## config.mk

```make
export PLATFORM = sky130hd
export DESIGN_NAME = paddle_position
export DESIGN_NICKNAME = d
export VERILOG_FILES = /design/src/rtl/io_ctrl_pkg.sv /design/src/rtl/encoder_accel.sv /design/src/rtl/paddle_position.sv
export SDC_FILE = /design/constraint.sdc
export NUM_CORES = 1
export LEC_CHECK = 0
export ABC_AREA = 1
export BUFFER_PORTS_ARGS = -buffer_cell sky130_fd_sc_hd__buf_2
export CAP_MARGIN = 10
export CORE_MARGIN = 3
export CORE_UTILIZATION = 55
export DETAILED_ROUTE_END_ITERATION = 8
export HOLD_SLACK_MARGIN = 0.1
export MAX_ROUTING_LAYER = met4
export PLACE_DENSITY_LB_ADDON = 0.25
export SLEW_MARGIN = 30
export SYNTH_ARGS = -nofsm -noshare
export SYNTH_HDL_FRONTEND = slang
export SYNTH_HIERARCHICAL = 1
export SYNTH_SLANG_ARGS = --single-unit
```

## constraint.sdc

```tcl
create_clock -name clk -period 2.8 [get_ports clk]
set_input_delay 0.42 -clock clk [delete_from_list [all_inputs] [get_ports clk]]
set_output_delay 0.42 -clock clk [all_outputs]
set_load 0.02 [all_outputs]
```

## src/rtl/io_ctrl_pkg.sv

```systemverilog
// -----------------------------------------------------------------------------
// io_ctrl_pkg
// Types and constants shared by the io_ctrl encoder path.
//   enc_dir_t   : decoded detent direction (NONE / UP / DOWN)
//   ENC_SPEED_W : width of the acceleration speed multiplier
//   decode_dir  : turns raw up/down pulses into a direction; both or neither
//                 high yields DIR_NONE
// -----------------------------------------------------------------------------
package io_ctrl_pkg;

   typedef enum logic [1:0] {
      DIR_NONE = 2'd0,
      DIR_UP   = 2'd1,
      DIR_DOWN = 2'd2
   } enc_dir_t;

   localparam int ENC_SPEED_W = 3;

   function automatic enc_dir_t decode_dir(input logic up_i, input logic down_i);
      enc_dir_t dir;
      case ({up_i, down_i})
         2'b10:   dir = DIR_UP;
         2'b01:   dir = DIR_DOWN;
         default: dir = DIR_NONE;
      endcase
      return dir;
   endfunction

endpackage

```

## src/rtl/encoder_accel.sv

```systemverilog
// -----------------------------------------------------------------------------
// encoder_accel
// Tracks the spacing of same-direction detents and produces the speed
// multiplier for the detent presented in the current cycle.
// Ports:
//   clk, reset : clock, synchronous active-high reset
//   clear      : recenter; forget direction history and drop to speed 1
//   evt_valid  : a detent is accepted this cycle
//   evt_dir    : its direction (UP/DOWN when evt_valid)
//   speed      : multiplier to apply to this cycle's detent (combinational)
// -----------------------------------------------------------------------------
module encoder_accel
   import io_ctrl_pkg::*;
#(
   parameter int ACCEL_WIN = 250000,
   parameter int ACCEL_MAX = 4
) (
   input  logic                   clk,
   input  logic                   reset,
   input  logic                   clear,
   input  logic                   evt_valid,
   input  enc_dir_t               evt_dir,
   output logic [ENC_SPEED_W-1:0] speed
);

   localparam int                     GAP_W     = $clog2(ACCEL_WIN + 1);
   localparam logic [GAP_W-1:0]       GAP_SAT   = GAP_W'(ACCEL_WIN);
   localparam logic [GAP_W-1:0]       GAP_ONE   = GAP_W'(1);
   localparam logic [ENC_SPEED_W-1:0] SPEED_ONE = ENC_SPEED_W'(1);
   localparam logic [ENC_SPEED_W-1:0] SPEED_MAX = ENC_SPEED_W'(ACCEL_MAX);

   logic [GAP_W-1:0]       gap_r;
   enc_dir_t               last_dir_r;
   logic [ENC_SPEED_W-1:0] speed_r;
   logic [ENC_SPEED_W-1:0] speed_s;
   logic                   fast_s;

   // Speed for the current detent: ramp only on a quick repeat in the same direction.
   always_comb begin
      fast_s  = 1'b0;
      speed_s = SPEED_ONE;
      // last_dir_r is NONE after reset/recenter, so the first detent never counts as fast
      fast_s = evt_valid && (evt_dir == last_dir_r) && (gap_r < GAP_SAT);
      if (fast_s) begin
         if (speed_r < SPEED_MAX) begin
            speed_s = speed_r + SPEED_ONE;
         end else begin
            speed_s = SPEED_MAX;
         end
      end else begin
         speed_s = SPEED_ONE;
      end
   end

   assign speed = speed_s;

   // Gap counter, last direction and current speed history.
   always_ff @(posedge clk) begin
      if (reset) begin
         gap_r      <= GAP_SAT;
         last_dir_r <= DIR_NONE;
         speed_r    <= SPEED_ONE;
      end else if (clear) begin
         // a detent coincident with recenter is dropped, so the gap keeps running
         last_dir_r <= DIR_NONE;
         speed_r    <= SPEED_ONE;
         if (gap_r < GAP_SAT) begin
            gap_r <= gap_r + GAP_ONE;
         end else begin
            gap_r <= GAP_SAT;
         end
      end else if (evt_valid) begin
         gap_r      <= '0;
         last_dir_r <= evt_dir;
         speed_r    <= speed_s;
      end else begin
         if (gap_r < GAP_SAT) begin
            gap_r <= gap_r + GAP_ONE;
         end else begin
            // window expired: a stale spin no longer carries any speed
            speed_r <= SPEED_ONE;
         end
      end
   end

endmodule

```

## src/rtl/paddle_position.sv

```systemverilog
// -----------------------------------------------------------------------------
// paddle_position
// Turns encoder detent pulses into a saturating paddle position, with an
// optional speed-dependent acceleration and a frame-stable copy of the value.
// Build option: define PADDLE_ACCEL_EN to include the acceleration logic
// (encoder_accel); otherwise every detent moves exactly STEP.
// Ports:
//   clk, reset  : clock, synchronous active-high reset
//   up, down    : one-cycle detent pulses (both together are ignored)
//   recenter    : reload POS_INIT; wins over a coincident detent
//   frame_tick  : capture the current pos into pos_frame
//   pos         : live position (registered)
//   pos_frame   : position sampled at the last frame_tick
//   moved       : one-cycle flag, pos took a new value
//   at_min/max  : pos sits on POS_MIN / POS_MAX
// -----------------------------------------------------------------------------
module paddle_position
   import io_ctrl_pkg::*;
#(
   parameter int POS_W     = 10,
   parameter int POS_MIN   = 0,
   parameter int POS_MAX   = 600,
   parameter int POS_INIT  = 300,
   parameter int STEP      = 2,
   parameter int ACCEL_WIN = 250000,
   parameter int ACCEL_MAX = 4
) (
   input  logic             clk,
   input  logic             reset,
   input  logic             up,
   input  logic             down,
   input  logic             recenter,
   input  logic             frame_tick,
   output logic [POS_W-1:0] pos,
   output logic [POS_W-1:0] pos_frame,
   output logic             moved,
   output logic             at_min,
   output logic             at_max
);

   // Four guard bits keep pos +/- (STEP*speed) free of wrap-around.
   localparam int                      AW         = POS_W + 4;
   localparam logic signed [AW-1:0]    POS_MIN_W  = AW'(POS_MIN);
   localparam logic signed [AW-1:0]    POS_MAX_W  = AW'(POS_MAX);
   localparam logic [POS_W-1:0]        POS_MIN_V  = POS_W'(POS_MIN);
   localparam logic [POS_W-1:0]        POS_MAX_V  = POS_W'(POS_MAX);
   localparam logic [POS_W-1:0]        POS_INIT_V = POS_W'(POS_INIT);

   if (!(POS_MIN < POS_MAX) || (POS_MAX >= (2 ** POS_W)) || (POS_INIT < POS_MIN) ||
       (POS_INIT > POS_MAX) || (STEP < 1) || (ACCEL_WIN < 1) || (ACCEL_MAX < 1) ||
       (ACCEL_MAX >= (2 ** ENC_SPEED_W))) begin : g_cfg_err
      $error("paddle_position: illegal parameter set");
   end

   enc_dir_t               evt_dir_s;
   logic [ENC_SPEED_W-1:0] speed_s;
   logic signed [AW-1:0]   pos_wide_s;
   logic signed [AW-1:0]   step_s;
   logic signed [AW-1:0]   sum_s;
   logic signed [AW-1:0]   diff_s;
   logic [POS_W-1:0]       pos_next_s;

   logic [POS_W-1:0]       pos_r;
   logic [POS_W-1:0]       pos_frame_r;
   logic                   moved_r;
   logic                   at_min_r;
   logic                   at_max_r;

   assign evt_dir_s = decode_dir(up, down);

`ifdef PADDLE_ACCEL_EN
   logic evt_valid_s;
   assign evt_valid_s = (evt_dir_s != DIR_NONE);

   encoder_accel #(
      .ACCEL_WIN (ACCEL_WIN),
      .ACCEL_MAX (ACCEL_MAX)
   ) u_accel (
      .clk       (clk),
      .reset     (reset),
      .clear     (recenter),
      .evt_valid (evt_valid_s),
      .evt_dir   (evt_dir_s),
      .speed     (speed_s)
   );
`else
   assign speed_s = ENC_SPEED_W'(1);
`endif

   // Next position: recenter first, then a clamped step in the detent direction.
   always_comb begin
      pos_wide_s = $signed({4'b0000, pos_r});
      step_s     = AW'(STEP * int'(speed_s));
      sum_s      = pos_wide_s + step_s;
      diff_s     = pos_wide_s - step_s;
      pos_next_s = pos_r;
      if (recenter) begin
         pos_next_s = POS_INIT_V;
      end else begin
         case (evt_dir_s)
            DIR_UP: begin
               if (sum_s > POS_MAX_W) begin
                  pos_next_s = POS_MAX_V;
               end else begin
                  pos_next_s = sum_s[POS_W-1:0];
               end
            end
            DIR_DOWN: begin
               if (diff_s < POS_MIN_W) begin
                  pos_next_s = POS_MIN_V;
               end else begin
                  pos_next_s = diff_s[POS_W-1:0];
               end
            end
            default: pos_next_s = pos_r;
         endcase
      end
   end

   // Position register with change flag, limit flags and frame snapshot.
   always_ff @(posedge clk) begin
      if (reset) begin
         pos_r       <= POS_INIT_V;
         pos_frame_r <= POS_INIT_V;
         moved_r     <= 1'b0;
         at_min_r    <= (POS_INIT_V == POS_MIN_V);
         at_max_r    <= (POS_INIT_V == POS_MAX_V);
      end else begin
         pos_r    <= pos_next_s;
         moved_r  <= (pos_next_s != pos_r);
         at_min_r <= (pos_next_s == POS_MIN_V);
         at_max_r <= (pos_next_s == POS_MAX_V);
         // snapshot takes the value held during this cycle, not the update
         if (frame_tick) begin
            pos_frame_r <= pos_r;
         end else begin
            pos_frame_r <= pos_frame_r;
         end
      end
   end

   assign pos       = pos_r;
   assign pos_frame = pos_frame_r;
   assign moved     = moved_r;
   assign at_min    = at_min_r;
   assign at_max    = at_max_r;

endmodule

```

==> flow_metrics.env <==
export IMPL_status="finished, final reports clean"
export IMPL_hpwl_microns=3040
export IMPL_core_area_sq_um=2590
export IMPL_drcViolationCount=0
export IMPL_clkSinkCount=23
export IMPL_synth_edf_count=0
export IMPL_path_class="reg2reg"
export IMPL_io_pins=29
export IMPL_p_switching_mw=0.249
export IMPL_seq_power_share_pct=50.5
export IMPL_worst_r2r_cell_count=18
export IMPL_clk_pin_slew_ns=0.11
export IMPL_cpMaxStageDelayCell="dfxtp_1"
export IMPL_cp_top_family="simple AND/OR/NAND/NOR gates"
export IMPL_cp_cell_sequence="inv_1, ha_1, nor2_1, nor2_1, nand2_1, nand2_1, nand2_1, nand2_1, nand2_4, nand2_1, nand2_1, nand2_1, nand2_1, nand2_1, nand2_1, nand3_1, nor2_1, a21oi_1"
export IMPL_mostFrequentLayoutCells="nand2_1, buf_2, inv_1, dfxtp_1, nor2_1"
export IMPL_cp_slowest_stage_delay_ns=0.45
export IMPL_min_period_ns=2.25
export IMPL_ys_async_sr_fraction_pct=0
export IMPL_synth_flop_cell="dfxtp_1"
export IMPL_cts_setup_buffers=0
export IMPL_critPathRequiredTime_ns=3.00
export IMPL_place_ws_ns=0.571
export IMPL_p_sw_share_pct=34.8
export IMPL_synth_net_count=262
export IMPL_holdPathEnd="pos[1]"
export IMPL_r2r_end="moved"
export IMPL_finalInstanceArea_sq_um=1730
export IMPL_antenna_left=0
export IMPL_cts_tree="built"
export IMPL_die_height_microns=59.2
export IMPL_cp_start_kind="flip-flop"
export IMPL_setup_slack_ns=0.552
export IMPL_vias=1670
export IMPL_critPathMostFrequentCell="nand2_1"
export IMPL_r2r_start="pos[1]"
export IMPL_n_antenna_cell=0
export IMPL_routed_wl_microns=3790
export IMPL_gp_congestion=0.928
export IMPL_hold_start="reset"
export IMPL_drive_above_1_share_pct=17.3
export IMPL_numCtsBuffers=3
export IMPL_cp_buffers_inverters=1
export IMPL_grt_pass1_wl_microns=6570
export IMPL_grt_max_degree=14
export IMPL_worst_slew_pin_transition_ns=0.372
export IMPL_cts_max_path_buffers=2
export IMPL_row_count=18
export IMPL_vdd_drop_max_v=0.000417
export IMPL_drt_first_pass_iters=4
export IMPL_drt_wirelength_per_cell_microns=12.3
export IMPL_antenna_found_initial=0
export IMPL_final_nets=289
export IMPL_synthDistinctLibCells=26
export IMPL_grt_pass1_vias=1469
export IMPL_overflow=0
export IMPL_worstHoldPathType="in2reg"
export IMPL_final_util_pct=67.0
export IMPL_clock_latency_ns=0.30
export IMPL_htree_levels=1
export IMPL_syn_instance_count=252
export IMPL_place_area_sq_um=1710
export IMPL_grt_total_usage_pct=24.8
export IMPL_whs_ns=0.415
export IMPL_ys_ff_latch=23
export IMPL_finalClockSkew_ns=0.00172
export IMPL_synth_area_per_cell_sq_um=6.17
export IMPL_clock_power_share_pct=20.5
export IMPL_hold_depth=2
export IMPL_synth_cell_area_sq_um=1560
export IMPL_cts_root_buf="clkbuf_4"
export IMPL_p_leak_nw=0.900
export IMPL_fin_setup_tns_ns=0
export IMPL_p_int_mw=0.468
export IMPL_post_cts_resized=0
export IMPL_die_w_microns=59.2
export IMPL_final_common_cell="nand2_1"
export IMPL_clock_fmax_ghz=0.445
export IMPL_hold_viol=0
export IMPL_slew_violations=0
export IMPL_rsz0062_at_grt="no"
export IMPL_relSlewSlack_pct=75.1
export IMPL_postCtsHoldBufs=0
export IMPL_drt_initial_drc_count=94
export IMPL_seq_area_frac_synth_pct=29.6
export IMPL_cp_max_fo=7
export IMPL_fin_crit_sh_pct=80.3
export IMPL_comb_power_share_pct=29.0
export IMPL_die_area_sq_um=3500
export IMPL_start_util_pct=60.0
export IMPL_setup_viol=0
export IMPL_drv_cap=0
export IMPL_p_per_area_nw_per_um2=414
export IMPL_synth_warnings=6
export IMPL_crit_arrival_ns=2.45
export IMPL_rrSetupSlack_ns=0.55
export IMPL_syn_to_final_growth_pct=11.5
export IMPL_portBuffers=28
export IMPL_end_kind="flip-flop"
export IMPL_viasPerCell=5.42
worst max-delay path by stage:
stage | start | end | slack (ns) | cells past startpoint
global route | pos[1] | moved | 0.24 | 19
finish | pos[1] | moved | 0.55 | 18
detailed placement | pos[1] | moved | 0.57 | 18
floorplan | pos[1] | moved | 0.66 | 19
CTS | pos[1] | moved | 0.55 | 18
global placement | pos[1] | moved | 0.63 | 18
power groups by stage:
stage          Combinational [mW]  Clock, mW  Sequential, mW
5_1_grt                     0.237      0.158           0.365
3_3_place_gp                0.207          0           0.369
6_report                    0.208      0.147           0.362
4_1_cts                     0.207      0.150           0.362
2_1_floorplan               0.136          0           0.386
3_5_place_dp                0.207          0           0.369
per-layer routing:
metal,track usage [%],routed length [microns],part of all wire [%]
met1,34.8,1780,47
met2,38.2,1750,46
met3,1.74,212,5.6
met4,7.44,48,1.3
met5,-,0,0
kinds of logic (layout without fill, tap and decap cells):
group / after synthesis / in the layout / synth area share, %
fa+ha+maj: 4 / 4 / 3.22
xor+xnor: 6 / 6 / 3.38
flops: 23 / 23 / 29.6
simple gates: 145 / 145 / 41.1
buf+inv: 38 / 64 / 9.57
compound gates: 36 / 36 / 13.1
registers in the layout (all words and copies together), names as in the netlist:
signal     count
at_max         1
at_min         1
moved          1
pos           10
pos_frame     10
cell usage after synthesis (2+ instances only):
| cell type | count | area (sq um) |
|---|---|---|
| nor2_1 | 21 | 78.8 |
| ha_1 | 4 | 50.1 |
| buf_2 | 2 | 10.0 |
| o21ai_0 | 8 | 40.0 |
| dfxtp_1 | 23 | 460 |
| clkbuf_1 | 4 | 15.0 |
| nand3_1 | 19 | 95.1 |
| inv_2 | 4 | 15.0 |
| nand2_2 | 4 | 25.0 |
| nand4_1 | 11 | 68.8 |
| o211ai_1 | 5 | 37.5 |
| xor2_1 | 6 | 52.6 |
| inv_1 | 26 | 97.6 |
| a21oi_1 | 18 | 90.1 |
| nand2_1 | 82 | 308 |
| nand3b_1 | 2 | 15.0 |
| nor2_2 | 4 | 25.0 |
per-stage QoR:
stage          cells  total power, mW
2_1_floorplan    252            0.523
3_3_place_gp     304            0.575
3_5_place_dp     304            0.576
4_1_cts          308            0.719
5_1_grt          308            0.760
6_report         308            0.717
cell type report:
| type | count | area [sq um] |
|---|---|---|
| multi-input combinational | 191 | 946 |
| fill | 239 | 856 |
| sequential | 23 | 460 |
| timing repair buffer | 29 | 148 |
| inverter | 31 | 116 |
| tap | 30 | 37.5 |
| clock buffer | 4 | 26.3 |
No activity file was read; power rests on OpenSTA's default activity.
